## src/rtl/mem_pkg.sv

```systemverilog
// Shared types for the SRAM-like handshake block: bus size encoding, the
// held-request record, the per-transaction tag, the FSM state type and
// the kseg0/kseg1 address translation helper.
package mem_pkg;

  // Field widths of the held-request record; the top's ADDR_W/DATA_W must
  // not exceed these.
  localparam int unsigned MEM_ADDR_W = 32;
  localparam int unsigned MEM_DATA_W = 32;

  typedef enum logic [1:0] {
    MSIZE_BYTE = 2'd0,
    MSIZE_HALF = 2'd1,
    MSIZE_WORD = 2'd2,
    MSIZE_RSVD = 2'd3
  } msize_t;

  typedef struct packed {
    logic                  wr;
    msize_t                size;
    logic [MEM_ADDR_W-1:0] addr;
    logic [MEM_DATA_W-1:0] wdata;
  } sramx_req_t;

  typedef struct packed {
    logic drop;
  } sramx_tag_t;

  typedef enum logic {
    HS_IDLE      = 1'b0,
    HS_WAIT_ADDR = 1'b1
  } hs_state_t;

  // Map the unmapped kernel segments onto the low physical window:
  // 0x8/0xA -> 0x0 and 0x9/0xB -> 0x1 in the top nibble.
  function automatic logic [31:0] sramx_xlate(input logic [31:0] vaddr);
    logic [31:0] paddr;
    paddr = vaddr;
    case (vaddr[31:28])
      4'h8, 4'hA: paddr = {4'h0, vaddr[27:0]};
      4'h9, 4'hB: paddr = {4'h1, vaddr[27:0]};
      default:    paddr = vaddr;
    endcase
    return paddr;
  endfunction

endpackage

```

## src/rtl/sramx_tag_fifo.sv

```systemverilog
// Tag FIFO for the SRAM-like handshake: one entry per bus transaction whose
// address was accepted but whose response has not returned yet. Every entry
// carries a drop flag that a flush can set on all stored entries at once.
module sramx_tag_fifo
  import mem_pkg::*;
#(
  parameter int unsigned DEPTH = 2,
  localparam int unsigned CNT_W = $clog2(DEPTH + 1),
  localparam int unsigned PTR_W = (DEPTH > 1) ? $clog2(DEPTH) : 1
) (
  input  logic             clk,
  input  logic             reset,
  input  logic             push_i,
  input  sramx_tag_t       push_tag_i,
  input  logic             pop_i,
  input  logic             mark_all_drop_i,
  output sramx_tag_t       head_o,
  output logic [CNT_W-1:0] count_o,
  output logic             full_o,
  output logic             empty_o
);

  logic [DEPTH-1:0] drop_q, drop_d;
  logic [PTR_W-1:0] rd_ptr_q, wr_ptr_q;
  logic [CNT_W-1:0] count_q;
  logic             do_push, do_pop;

  function automatic logic [PTR_W-1:0] ptr_inc(input logic [PTR_W-1:0] p);
    return (p == PTR_W'(DEPTH - 1)) ? '0 : p + 1'b1;
  endfunction

  assign empty_o = (count_q == '0);
  assign full_o  = (count_q == CNT_W'(DEPTH));
  assign count_o = count_q;
  assign head_o  = '{drop: drop_q[rd_ptr_q]};

  // A pop on an empty FIFO is a bus protocol error and is ignored.
  assign do_pop  = pop_i & ~empty_o;
  assign do_push = push_i & ~full_o;

  // Flush marks every slot first; a push in the same cycle then writes its
  // own flag (the caller already folds the flush into it).
  always_comb begin
    drop_d = drop_q;
    if (mark_all_drop_i) drop_d = '1;
    if (do_push) drop_d[wr_ptr_q] = push_tag_i.drop;
  end

  // Pointer, occupancy and flag storage.
  always_ff @(posedge clk) begin
    if (reset) begin
      rd_ptr_q <= '0;
      wr_ptr_q <= '0;
      count_q  <= '0;
      drop_q   <= '0;
    end else begin
      drop_q <= drop_d;
      if (do_push) wr_ptr_q <= ptr_inc(wr_ptr_q);
      if (do_pop)  rd_ptr_q <= ptr_inc(rd_ptr_q);
      case ({do_push, do_pop})
        2'b10:   count_q <= count_q + 1'b1;
        2'b01:   count_q <= count_q - 1'b1;
        default: count_q <= count_q;
      endcase
    end
  end

endmodule

```

## src/rtl/sramx_handshake.sv

```systemverilog
// SRAM-like bus handshake with up to MAX_OUTSTANDING transactions in flight.
// A CPU request is issued combinationally when the bus accepts it at once;
// otherwise it is parked in a hold register and req stays high with stable
// fields until addr_ok. Flush marks every in-flight transaction as dropped so
// its response is consumed from the bus without being reported to the CPU.
// Optional macro SRAMX_ADDR_XLATE_EN: translate kseg0/kseg1 virtual addresses
// to physical before issue (ADDR_W must then be 32).
module sramx_handshake
  import mem_pkg::*;
#(
  parameter int unsigned MAX_OUTSTANDING = 2,
  parameter int unsigned ADDR_W = 32,
  parameter int unsigned DATA_W = 32,
  localparam int unsigned PEND_W = $clog2(MAX_OUTSTANDING + 1)
) (
  input  logic              clk,
  input  logic              reset,
  input  logic              cpu_req,
  input  logic              cpu_wr,
  input  logic [1:0]        cpu_size,
  input  logic [ADDR_W-1:0] cpu_addr,
  input  logic [DATA_W-1:0] cpu_wdata,
  output logic              cpu_ready,
  output logic              cpu_data_ok,
  output logic [DATA_W-1:0] cpu_rdata,
  input  logic              flush,
  output logic [PEND_W-1:0] pending,
  output logic              req,
  output logic              wr,
  output logic [1:0]        size,
  output logic [ADDR_W-1:0] addr,
  output logic [DATA_W-1:0] wdata,
  input  logic              addr_ok,
  input  logic              data_ok,
  input  logic [DATA_W-1:0] rdata
);

  hs_state_t   state_q, state_d;
  sramx_req_t  hold_q, hold_d;
  logic        hold_drop_q, hold_drop_d;

  logic [ADDR_W-1:0] cpu_addr_x;
  sramx_req_t        cur_req, bus_c;
  logic              cpu_ready_c, req_c, push_c;
  sramx_tag_t        push_tag_c, head_tag;
  logic [PEND_W-1:0] fifo_count;
  logic              fifo_full, fifo_empty;

`ifdef SRAMX_ADDR_XLATE_EN
  assign cpu_addr_x = sramx_xlate(cpu_addr);
`else
  assign cpu_addr_x = cpu_addr;
`endif

  // Translation happens here, ahead of the hold register, so the held
  // address is already physical.
  assign cur_req = '{wr:    cpu_wr,
                     size:  msize_t'(cpu_size),
                     addr:  MEM_ADDR_W'(cpu_addr_x),
                     wdata: MEM_DATA_W'(cpu_wdata)};

  sramx_tag_fifo #(
    .DEPTH(MAX_OUTSTANDING)
  ) u_tag_fifo (
    .clk            (clk),
    .reset          (reset),
    .push_i         (push_c & ~reset),
    .push_tag_i     (push_tag_c),
    .pop_i          (data_ok & ~reset),
    .mark_all_drop_i(flush & ~reset),
    .head_o         (head_tag),
    .count_o        (fifo_count),
    .full_o         (fifo_full),
    .empty_o        (fifo_empty)
  );

  // Next-state, hold-register update and bus-side request selection.
  always_comb begin
    state_d     = state_q;
    hold_d      = hold_q;
    hold_drop_d = hold_drop_q;
    cpu_ready_c = 1'b0;
    req_c       = 1'b0;
    bus_c       = cur_req;
    push_c      = 1'b0;
    push_tag_c  = '{drop: 1'b0};
    case (state_q)
      HS_IDLE: begin
        // Flush wins over a new request; a full tag FIFO blocks issue.
        cpu_ready_c = cpu_req & ~fifo_full & ~flush;
        req_c       = cpu_ready_c;
        if (cpu_ready_c) begin
          if (addr_ok) begin
            push_c = 1'b1;
          end else begin
            hold_d      = cur_req;
            hold_drop_d = 1'b0;
            state_d     = HS_WAIT_ADDR;
          end
        end
      end
      HS_WAIT_ADDR: begin
        // The held request must still issue after a flush; it is only
        // tagged so that its response is swallowed.
        req_c = 1'b1;
        bus_c = hold_q;
        if (flush) hold_drop_d = 1'b1;
        if (addr_ok) begin
          push_c          = 1'b1;
          push_tag_c.drop = hold_drop_q | flush;
          state_d         = HS_IDLE;
        end
      end
      default: state_d = HS_IDLE;
    endcase
  end

  // FSM state and hold register.
  always_ff @(posedge clk) begin
    if (reset) begin
      state_q     <= HS_IDLE;
      hold_q      <= '0;
      hold_drop_q <= 1'b0;
    end else begin
      state_q     <= state_d;
      hold_q      <= hold_d;
      hold_drop_q <= hold_drop_d;
    end
  end

  // Outputs are forced low while reset is asserted so nothing leaks onto
  // the bus or back to the CPU in the reset cycle.
  always_comb begin
    cpu_ready   = 1'b0;
    cpu_data_ok = 1'b0;
    cpu_rdata   = '0;
    req         = 1'b0;
    wr          = 1'b0;
    size        = 2'd0;
    addr        = '0;
    wdata       = '0;
    if (!reset) begin
      cpu_ready   = cpu_ready_c;
      cpu_data_ok = data_ok & ~fifo_empty & ~head_tag.drop;
      cpu_rdata   = rdata;
      req         = req_c;
      wr          = bus_c.wr;
      size        = bus_c.size;
      addr        = ADDR_W'(bus_c.addr);
      wdata       = DATA_W'(bus_c.wdata);
    end
  end

  // The held request counts as in flight even before the bus takes it.
  assign pending = fifo_count + PEND_W'(state_q == HS_WAIT_ADDR);

endmodule
```

## config.mk

```make
export PLATFORM = sky130hd
export DESIGN_NAME = sramx_handshake
export DESIGN_NICKNAME = d
export VERILOG_FILES = /design/src/rtl/mem_pkg.sv /design/src/rtl/sramx_tag_fifo.sv /design/src/rtl/sramx_handshake.sv
export SDC_FILE = /design/constraint.sdc
export NUM_CORES = 1
export LEC_CHECK = 0
export CAP_MARGIN = 20
export CORE_ASPECT_RATIO = 1.75
export CORE_MARGIN = 1
export CORE_UTILIZATION = 38
export DETAILED_ROUTE_END_ITERATION = 8
export GPL_TIMING_DRIVEN = 1
export PLACE_DENSITY = 0.77
export SLEW_MARGIN = 20
export SYNTH_ARGS = -nofsm -noshare
export SYNTH_HDL_FRONTEND = slang
export SYNTH_SLANG_ARGS = --single-unit
```

## constraint.sdc

```tcl
create_clock -name clk -period 2.35 [get_ports clk]
set_input_delay 0.47 -clock clk [delete_from_list [all_inputs] [get_ports clk]]
set_output_delay 0.47 -clock clk [all_outputs]
set_load 0.005 [all_outputs]
```

==> flow_summary_export.csv <==
group,metric,value,unit
global_route,grt_pass1_vias,4803,
detailed_routing,drc_errors,0,
die,dieArea,0.0126,mm²
clocking,cts_root_buf,"clkbuf_16",
clocking,cts_tree,"built",
global_route,grt_use_met3,0.0341,
sta,skew,0.00591,ns
synth,synth_seq_area_share,0.325,
detailed_routing,vias_per_cell,5.58,
detailed_routing,vias,4888,
sta,fin_crit_sh,0.989,
die,rows,52,
cells_and_area,area_delta_synth_final,57.9,%
detailed_routing,wl_per_cell,17.2,µm
clocking,cts_sinks,75,
critical_path,cp_max_fo,20,
global_route,grt_first_pass_wirelength,23.8,mm
critical_path,arrival,1.85,ns
critical_path,reg2reg_slack,0.47,ns
critical_path,cp_slowest_cell,"dfxtp_4",
power_and_ir_drop,leakage,2.61,nW
run,max_cap_violations,0,
synth,netlist_instances,550,
critical_path,setup.worst_path.end_class,"output pin",
sta,layout_setup_ws,0.0262,ns
place,dp_hpwl,10.2,mm
global_route,track_usage,0.238,
synth,yosysUniqueCellTypes,29,
global_route,met2_usage,0.432,
clocking,ctsHoldBuffers,0,
global_route,top_usage_layer,"met2",
outcome,status,"finished clean",
power_and_ir_drop,vdd_drop_max,0.439,mV
die,die-height,148,µm
sta,finalMaxSlewViolations,0,
die,ioPinCount,209,
synth,synth_area,0.00461,mm²
die,start_util,0.394,
cells_and_area,final_common_cell,"clkdlybuf4s50_1",
sta,tightest_slew,0.758,ns
critical_path,cp_cell_sequence,"buf_12 > mux2i_1 > nor2_1 > clkdlybuf4s50_1",
cells_and_area,drive_above_1_share,0.143,
sta,totalNegativeSetupSlack,0,ns
sta,fmax,430,MHz
sta,grt_setup_unrepaired,"yes",
die,die_w,85.3,µm
global_route,grt_overflow_total,0,
cells_and_area,layout.nets,843,
min_path,hold_path_class,"flip-flop to flip-flop",
global_route,use_met1,0.269,
die,fp.coreArea,0.0117,mm²
detailed_routing,drtAntennaViolNets,0,
cells_and_area,layout_common_cells,"203 x clkdlybuf4s50_1, 74 x dfxtp_1, 73 x nor2_1",
power_and_ir_drop,power,0.00375,W
critical_path,cp_num_buf_inv,2,
place,numPortBuffers,208,
clocking,cts_buffers,9,
clocking,ctsHtreeMaxLevel,3,
clocking,clk_latency,0.34,ns
global_route,antenna_found_initial,0,
global_route,grt_max_degree,71,
synth,yosysWarnings,0,
synth,ys_ff_latch,75,
detailed_routing,drtIter0Drc,197,
synth,synth_area_per_cell,8.39,µm²
cells_and_area,n_antenna_cell,0,
sta,period_needed,2.32,ns
place,dp_slack,-0.0945,ns
detailed_routing,wirelength,15.1,mm
detailed_routing,dr.pass1.iters,4,
sta,finalSetupViolCount,0,
critical_path,crit_family,"buffers and inverters",
critical_path,worstPathRequired,1.88,ns
power_and_ir_drop,p_per_area,515,mW/mm²
sta,slew_headroom,0.495,
place,routabilityCongestion,0.801,
sta,finalHoldViolations,0,
clocking,clockBufferDepth,2,
critical_path,worstSetupStartpointType,"flip-flop",
critical_path,critPathMaxStageDelay,0.48,ns
clocking,clk_pin_slew,0.06,ns
critical_path,path_class,"flip-flop to output pin",
synth,syn-num-nets,657,
[sequential cells by signal, summed over array words and instances (netlist names)]
name,count
u_tag_fifo.count_o,2
u_tag_fifo.wr_ptr_q,1
hold_drop_q,1
u_tag_fifo.drop_q,2
u_tag_fifo.rd_ptr_q,1
state_q,1
hold_q,67
[worst paths after layout]
kind / start / endpoint / cells after the start
max: state_q / wdata[3] / 4
min: hold_drop_q / hold_drop_q / 2
max reg2reg: u_tag_fifo.count_o[0] / u_tag_fifo.count_o[1] / 6
min reg2reg: hold_drop_q / hold_drop_q / 2
[power by group]
part / total (W) / internal [W] / switching, W
logic: 0.000834 / 0.000487 / 0.000346
clock network: 0.00156 / 0.00102 / 0.000541
registers: 0.00135 / 0.00132 / 0.0000302
[synth_stat cells]
master     number  area share
a2111oi_0       1      0.0019
a21oi_1         2      0.0022
a311oi_1       67        0.13
a31o_1         19       0.036
a31o_2         48       0.091
and3_1          1      0.0014
buf_1           6      0.0049
buf_2          16       0.017
buf_6           4      0.0098
clkbuf_1       40       0.033
dfxtp_1        75        0.33
ha_1            2      0.0054
inv_1          68       0.055
inv_2           1     0.00081
mux2_2          1      0.0024
mux2i_1        69        0.15
nand2_1         3      0.0024
nand2b_1        2      0.0027
nor2_1         73       0.059
nor2_2          1      0.0014
nor2b_1        35       0.047
nor3_1          2      0.0022
o2111ai_1       2      0.0038
o211ai_1        1      0.0016
o21ai_0         5      0.0054
o21ai_1         1      0.0011
or3_1           1      0.0014
xnor2_1         1      0.0019
xor2_1          3      0.0057
[what timing repair did]
| action | 4_1_cts | 5_1_grt |
|---|---|---|
| setup buffers | 5 | 0 |
| hold endpoints to repair | 0 | 0 |
| pin swaps | 1 | 0 |
| endpoints found under the setup margin | 55 | 5 |
| resized for setup | 3 | 3 |
[logic make-up after synthesis]
kind of cell | count (synthesis) | share of synthesized area
DFF | 75 | 0.325
xor gates and xnor gates | 4 | 0.00760
AOI/OAI and AO/OA | 146 | 0.270
muxes | 70 | 0.152
buffers and inverters | 135 | 0.121
and+or+nand+nor | 118 | 0.118
adders and majority gates | 2 | 0.00542
[worst register-to-register path: cells and delay by family, from the launching register on]
| family | cells | cell delay, ns |
|---|---|---|
| AOI/OAI and AO/OA | 2 | 0.28 |
| DFF | 1 | 0.42 |
| adders and majority gates | 1 | 0.28 |
| and+or+nand+nor | 3 | 0.82 |
[layout make-up]
cell class                 count  area (µm²)
inverter                      69         259
clock inverter                 5        81.3
multi-input combinational    340        2580
fill                        1005        4430
sequential                    75        1510
tap                          135         169
timing repair buffer         241        2420
clock buffer                  11         264
[layer usage]
layer  wire (µm)  part of all wire  up-vias
li1            -                 -     2347
met1        5970              0.40     2348
met2        7970              0.53      168
met3         684             0.045       25
met4         442             0.029        0
met5           0                 0        -
[through the flow]
stage | cells | utilization | instance area [µm²] | hold slack (ns)
final | 876 | 0.622 | 7280 | 0.449
after global routing | 876 | 0.622 | 7280 | 0.477
after CTS | 876 | 0.621 | 7270 | 0.452
after detailed placement | 855 | 0.588 | 6880 | 0.444
after global placement | 855 | 0.588 | 6880 | 0.433
after floorplan | 550 | - | 4610 | 0.425
Power figures use the tool's default switching activity.
